[src/rtl/ram8_arbiter_if.sv]
// ram8_arbiter_if: client request/response signals for two ports
// plus the ram8 pin bundle, shared by the arbiter and its environment.
interface ram8_arbiter_if #(
   parameter int DATA_WIDTH = 16,
   parameter int ADDR_WIDTH = 3
);
   logic                  req0;
   logic                  we0;
   logic [ADDR_WIDTH-1:0] addr0;
   logic [DATA_WIDTH-1:0] wdata0;
   logic                  gnt0;
   logic                  ack0;
   logic [DATA_WIDTH-1:0] rdata0;

   logic                  req1;
   logic                  we1;
   logic [ADDR_WIDTH-1:0] addr1;
   logic [DATA_WIDTH-1:0] wdata1;
   logic                  gnt1;
   logic                  ack1;
   logic [DATA_WIDTH-1:0] rdata1;

   logic [ADDR_WIDTH-1:0] ram_address;
   logic [DATA_WIDTH-1:0] ram_in;
   logic                  ram_load;
   logic [DATA_WIDTH-1:0] ram_out;

   // Clients and the ram8 side
   modport master (
      output req0, we0, addr0, wdata0,
      output req1, we1, addr1, wdata1,
      input  gnt0, ack0, rdata0,
      input  gnt1, ack1, rdata1,
      input  ram_address, ram_in, ram_load,
      output ram_out
   );

   // Arbiter side
   modport slave (
      input  req0, we0, addr0, wdata0,
      input  req1, we1, addr1, wdata1,
      output gnt0, ack0, rdata0,
      output gnt1, ack1, rdata1,
      output ram_address, ram_in, ram_load,
      input  ram_out
   );
endinterface

[src/rtl/ram8_arbiter.sv]
// ram8_arbiter: serialises single-word transactions from two ports
// onto one ram8; IDLE -> ACCESS -> DONE, three cycles per transaction.
module ram8_arbiter #(
   parameter int DATA_WIDTH  = 16,
   parameter int ADDR_WIDTH  = 3,
   parameter int ROUND_ROBIN = 1
) (
   input logic          clk,
   input logic          reset,
   ram8_arbiter_if.slave bus
);

   typedef enum logic [1:0] {
      IDLE,
      ACCESS,
      DONE
   } state_t;

   state_t                state;
   logic                  owner;
   logic                  last_grant;
   logic [ADDR_WIDTH-1:0] addr_q;
   logic [DATA_WIDTH-1:0] wdata_q;
   logic                  we_q;
   logic                  load_q;
   logic                  gnt0_q;
   logic                  gnt1_q;
   logic                  ack0_q;
   logic                  ack1_q;
   logic [DATA_WIDTH-1:0] rdata0_q;
   logic [DATA_WIDTH-1:0] rdata1_q;

   logic                  win;
   logic                  w_we;
   logic [ADDR_WIDTH-1:0] w_addr;
   logic [DATA_WIDTH-1:0] w_wdata;

   // Pick the winning port and mux its request fields
   always_comb begin
      win = 1'b0;
      if (bus.req0 && bus.req1) begin
         win = (ROUND_ROBIN != 0) ? ~last_grant : 1'b0;
      end else if (bus.req1) begin
         win = 1'b1;
      end
      w_we    = win ? bus.we1    : bus.we0;
      w_addr  = win ? bus.addr1  : bus.addr0;
      w_wdata = win ? bus.wdata1 : bus.wdata0;
   end

   // Transaction FSM with registered grant/ack/ram pins
   always_ff @(posedge clk or posedge reset) begin
      if (reset) begin
         state      <= IDLE;
         owner      <= 1'b0;
         last_grant <= 1'b1;
         addr_q     <= '0;
         wdata_q    <= '0;
         we_q       <= 1'b0;
         load_q     <= 1'b0;
         gnt0_q     <= 1'b0;
         gnt1_q     <= 1'b0;
         ack0_q     <= 1'b0;
         ack1_q     <= 1'b0;
         rdata0_q   <= '0;
         rdata1_q   <= '0;
      end else begin
         unique case (state)
            IDLE: begin
               if (bus.req0 || bus.req1) begin
                  owner   <= win;
                  addr_q  <= w_addr;
                  wdata_q <= w_wdata;
                  we_q    <= w_we;
                  load_q  <= w_we;
                  gnt0_q  <= ~win;
                  gnt1_q  <= win;
                  state   <= ACCESS;
               end
            end
            ACCESS: begin
               gnt0_q <= 1'b0;
               gnt1_q <= 1'b0;
               load_q <= 1'b0;
               if (!we_q) begin
                  if (owner) rdata1_q <= bus.ram_out;
                  else       rdata0_q <= bus.ram_out;
               end
               ack0_q     <= ~owner;
               ack1_q     <= owner;
               last_grant <= owner;
               state      <= DONE;
            end
            DONE: begin
               ack0_q <= 1'b0;
               ack1_q <= 1'b0;
               state  <= IDLE;
            end
            default: begin
               state <= IDLE;
            end
         endcase
      end
   end

   assign bus.gnt0        = gnt0_q;
   assign bus.gnt1        = gnt1_q;
   assign bus.ack0        = ack0_q;
   assign bus.ack1        = ack1_q;
   assign bus.rdata0      = rdata0_q;
   assign bus.rdata1      = rdata1_q;
   assign bus.ram_address = addr_q;
   assign bus.ram_in      = wdata_q;
   assign bus.ram_load    = load_q;

endmodule
[src/flat_wrapper.sv]
// flat-port wrapper written by rule: the top's interface ports become plain ports
module ram8_arbiter_flat 
#(
   parameter int DATA_WIDTH  = 16,
   parameter int ADDR_WIDTH  = 3,
   parameter int ROUND_ROBIN = 1
)
  (clk, reset, bus_req0, bus_we0, bus_addr0, bus_wdata0, bus_req1, bus_we1, bus_addr1, bus_wdata1, bus_gnt0, bus_ack0, bus_rdata0, bus_gnt1, bus_ack1, bus_rdata1, bus_ram_address, bus_ram_in, bus_ram_load, bus_ram_out);
  ram8_arbiter_if #(.DATA_WIDTH(DATA_WIDTH), .ADDR_WIDTH(ADDR_WIDTH)) bus_i ();
  input logic clk;
  input logic reset;
  input wire logic [$bits(bus_i.req0)-1:0] bus_req0;
  input wire logic [$bits(bus_i.we0)-1:0] bus_we0;
  input wire logic [$bits(bus_i.addr0)-1:0] bus_addr0;
  input wire logic [$bits(bus_i.wdata0)-1:0] bus_wdata0;
  input wire logic [$bits(bus_i.req1)-1:0] bus_req1;
  input wire logic [$bits(bus_i.we1)-1:0] bus_we1;
  input wire logic [$bits(bus_i.addr1)-1:0] bus_addr1;
  input wire logic [$bits(bus_i.wdata1)-1:0] bus_wdata1;
  output wire logic [$bits(bus_i.gnt0)-1:0] bus_gnt0;
  output wire logic [$bits(bus_i.ack0)-1:0] bus_ack0;
  output wire logic [$bits(bus_i.rdata0)-1:0] bus_rdata0;
  output wire logic [$bits(bus_i.gnt1)-1:0] bus_gnt1;
  output wire logic [$bits(bus_i.ack1)-1:0] bus_ack1;
  output wire logic [$bits(bus_i.rdata1)-1:0] bus_rdata1;
  output wire logic [$bits(bus_i.ram_address)-1:0] bus_ram_address;
  output wire logic [$bits(bus_i.ram_in)-1:0] bus_ram_in;
  output wire logic [$bits(bus_i.ram_load)-1:0] bus_ram_load;
  input wire logic [$bits(bus_i.ram_out)-1:0] bus_ram_out;
  assign bus_i.req0 = bus_req0;
  assign bus_i.we0 = bus_we0;
  assign bus_i.addr0 = bus_addr0;
  assign bus_i.wdata0 = bus_wdata0;
  assign bus_i.req1 = bus_req1;
  assign bus_i.we1 = bus_we1;
  assign bus_i.addr1 = bus_addr1;
  assign bus_i.wdata1 = bus_wdata1;
  assign bus_gnt0 = bus_i.gnt0;
  assign bus_ack0 = bus_i.ack0;
  assign bus_rdata0 = bus_i.rdata0;
  assign bus_gnt1 = bus_i.gnt1;
  assign bus_ack1 = bus_i.ack1;
  assign bus_rdata1 = bus_i.rdata1;
  assign bus_ram_address = bus_i.ram_address;
  assign bus_ram_in = bus_i.ram_in;
  assign bus_ram_load = bus_i.ram_load;
  assign bus_i.ram_out = bus_ram_out;
  ram8_arbiter #(.DATA_WIDTH(DATA_WIDTH), .ADDR_WIDTH(ADDR_WIDTH), .ROUND_ROBIN(ROUND_ROBIN)) u_core (.clk(clk), .reset(reset), .bus(bus_i));
endmodule
[config.mk]
export PLATFORM = sky130hd
export DESIGN_NAME = ram8_arbiter_flat
export DESIGN_NICKNAME = d
export VERILOG_FILES = /design/src/rtl/ram8_arbiter_if.sv /design/src/rtl/ram8_arbiter.sv /design/src/flat_wrapper.sv
export SDC_FILE = /design/constraint.sdc
export NUM_CORES = 1
export LEC_CHECK = 0
export CAP_MARGIN = 40
export CORE_MARGIN = 5
export CORE_UTILIZATION = 40
export CTS_CLUSTER_SIZE = 14
export DETAILED_ROUTE_END_ITERATION = 7
export PLACE_DENSITY_LB_ADDON = 0.25
export SYNTH_ARGS = -nofsm -noshare
export SYNTH_HDL_FRONTEND = slang
export SYNTH_SLANG_ARGS = --single-unit
[constraint.sdc]
create_clock -name clk -period 2.1 [get_ports clk]
set_input_delay 0.315 -clock clk [delete_from_list [all_inputs] [get_ports clk]]
set_output_delay 0.315 -clock clk [all_outputs]
set_load 0.05 [all_outputs]
==> flow_summary_export.csv <==
group,metric,value,unit
place,dp.cells,382,
route,dr.first_iter.drc_count,45,
floorplan,num_rows,29,
route,dr.pass1.iters,3,
layout,final_core_util,0.642,
sta,fmax,0.549,GHz
synthesis,ys_types,23,
global_route,grt_max_degree,62,
sta,grt_setup_unrepaired,"false",
floorplan,io_pins,116,
layout,fillers,524,
floorplan,coreArea,6310,um^2
global_route,antenna_found_initial,0,
clock_network,cts_buffers,9,
sta,slew_viol_final,0,
route,drt-total-wl,5610,um
critical_path,cpMaxStageDelayCell,"clkdlybuf4s50_1",
sta,finalSetupViolCount,0,
synthesis,synth-seq-cells,61,
critical_path,critPathKind,"flop to output pin",
sta,tightest_slew,0.523,ns
sta,skew,0.00769,ns
clock_network,postCtsHoldBufs,0,
clock_network,clkSinkCount,61,
critical_path,cp.arrival,1.51,ns
run,maxCapViolCount,0,
global_route,overflow,0,
layout,num_antenna_cells,0,
critical_path,cpPeakStageDelay,0.81,ns
critical_path,cp_cell_sequence,"clkdlybuf4s50_1",
pwr,p_leak,1.78,nW
route,routed_via_density,4.74,
layout,regArea,1530,um^2
sta,min_period_over_period,0.868,
synthesis,synthesis.area,2580,um^2
critical_path,startpoint_type,"flop",
synthesis,ys_seq_area_frac,0.592,
synthesis,postSynthCellCount,193,
critical_path,crit_required,1.78,ns
clock_network,path_clk_slew,0.07,ns
sta,finalCriticalPeriod,1.82,ns
clock_network,cts_resized,0,
clock_network,cts_tree,"done",
layout,drive_gt1_frac,0.196,
clock_network,post_cts_buffers,0,
route,drtAntennaViolNets,0,
clock_network,htree_levels,3,
clock_network,root_buffer,"clkbuf_8",
layout,final_net_count,381,
layout,stdcell_count,398,
critical_path,path_delay_family,"buffers and inverters",
floorplan,dieHeight,90.3,um
worst_hold_path,hold_class,"primary input to async pin",
place,dpl.hpwl,4170,um
synthesis,avgSynthCellArea,13.4,um^2
clock_network,clock_path_buffers,2,
sta,fin_setup_tns,0,ns
layout,area_growth,57.1,%
place,gp_routability_congestion,0.737,
layout,stdcell_area,4050,um^2
synthesis,synth_nets,258,
pwr,powerDensity,1860,nW/um^2
layout,multi_input_area,985,um^2
pwr,total_power,7.54,mW
place,io_buffer_count,115,
critical_path,worstPathMaxFanout,3,
global_route,grt_pass1_wl,9410,um
route,routedWlPerCell,14.1,um
global_route,grt_pass1_vias,1901,
place,place_area,3840,um^2
floorplan,die-area,8150,um^2
critical_path,cp_num_buf_inv,1,
route,route.detailed.drc,0,
synthesis,yosysWarnings,0,
clock_network,clock_latency,0.33,ns
critical_path,end_kind,"output pin",
route,vias,1888,
sta,hold_violations,0,
floorplan,start_util,0.408,
floorplan,fp.dieW,90.3,um
pwr,vdd_drop_max,1350,uV
global_route,grt.total_usage,0.144,
sta,max_slew_margin,0.650,
status,outcome,"complete, no violations",
[power by group]
group | leakage, nW | total, mW | internal (mW) | switching, mW
Clock | 0.105 | 1.10 | 0.661 | 0.443
Sequential | 0.733 | 2.10 | 1.78 | 0.322
Combinational | 0.942 | 4.34 | 1.63 | 2.71
Total | 1.78 | 7.54 | 4.06 | 3.48
[sequential cells by signal, summed over array words and instances (netlist names)]
| register | cells |
|---|---|
| u_core.state | 2 |
| u_core.bus.gnt0 | 1 |
| u_core.we_q | 1 |
| u_core.bus.ack0 | 1 |
| u_core.bus.rdata0 | 16 |
| u_core.bus.ram_load | 1 |
| u_core.last_grant | 1 |
| u_core.bus.rdata1 | 16 |
| u_core.bus.gnt1 | 1 |
| u_core.bus.ram_address | 3 |
| u_core.owner | 1 |
| u_core.bus.ram_in | 16 |
| u_core.bus.ack1 | 1 |
[placed cells by master (no fill, tap or decap), types with 2 or more instances in the layout]
cell type and count:
clkdlybuf4s50_1 115, dfrtp_1 60, mux2_2 36, o21ai_0 26, mux2i_1 20, nand2_1 20, clkbuf_8 9, ha_1 5
inv_1 3, clkinv_2 3, buf_4 3, a22o_1 2, nor2_1 2, clkinvlp_4 2, bufinv_16 2, buf_12 2
[area by class of cell]
| type | count | share of cell area |
|---|---|---|
| clock inverter | 7 | 0.0222 |
| inverter | 4 | 0.00371 |
| sequential | 61 | 0.377 |
| multi-input combinational | 120 | 0.243 |
| timing repair buffer | 120 | 0.300 |
| clock buffer | 9 | 0.0306 |
| tap | 77 | 0.0238 |
[kinds of logic (layout without fill, tap and decap cells)]
group / Yosys count / after routing / share of synthesized area
buf+inv: 12 / 140 / 0.0272
compound gates: 32 / 32 / 0.0689
flops: 61 / 61 / 0.592
fa+ha+maj: 5 / 5 / 0.0243
mux: 56 / 56 / 0.235
simple gates: 27 / 27 / 0.0524
[routing by layer]
layer  routed length [um]  up-vias  part of all wire  GRT usage
met1                 2390      864              0.43      0.169
met2                 2420       90              0.43      0.215
met5                    0        -                 0          0
li1                     -      925                 -          -
met3                  722        9              0.13     0.0817
met4                   80        0             0.014     0.0633
[synthesized netlist by cell type, drive strengths merged]
library cell,instances,area share
a21bo,1,0.0039
a21boi,1,0.0029
a21o,1,0.0029
a22o,2,0.0068
and2b,1,0.0029
buf,3,0.010
clkbuf,5,0.011
dfrtp,60,0.58
dfstp,1,0.010
ha,5,0.024
inv,4,0.0058
mux2,36,0.16
mux2i,20,0.078
nand2,20,0.029
nand3b,2,0.0073
nor2,2,0.0029
nor3b,2,0.010
o21ai,27,0.052
[metrics by stage]
step / worst slack (ns) / hold WS [ns]
floorplan: 0.274 / 0.465
global placement: 0.328 / 0.461
detailed placement: 0.295 / 0.469
CTS: 0.245 / 0.361
global route: 0.216 / 0.378
finish: 0.278 / 0.358
[path summary, 6_finish.rpt]
kind / startpoint / end / slack (ns) / depth (start not counted)
worst min-delay path: reset / u_core.bus.ram_in[2]$_DFFE_PP0P_ / 0.36 / 3
max in group asynchronous: reset / u_core.last_grant$_DFFE_PP1N_ / 1.43 / 3
worst max register to register: u_core.state[1]$_DFFE_PP0P_ / u_core.bus.rdata0[9]$_DFFE_PP0P_ / 0.36 / 5
worst min register to register: u_core.bus.ram_address[2]$_DFFE_PP0P_ / u_core.bus.ram_address[2]$_DFFE_PP0P_ / 0.48 / 2
min in group clk: u_core.bus.ram_address[2]$_DFFE_PP0P_ / u_core.bus.ram_address[2]$_DFFE_PP0P_ / 0.48 / 2
worst max-delay path: u_core.bus.gnt1$_DFFE_PP0P_ / bus_gnt1 / 0.28 / 1
No activity file was read; power rests on OpenSTA's default activity.
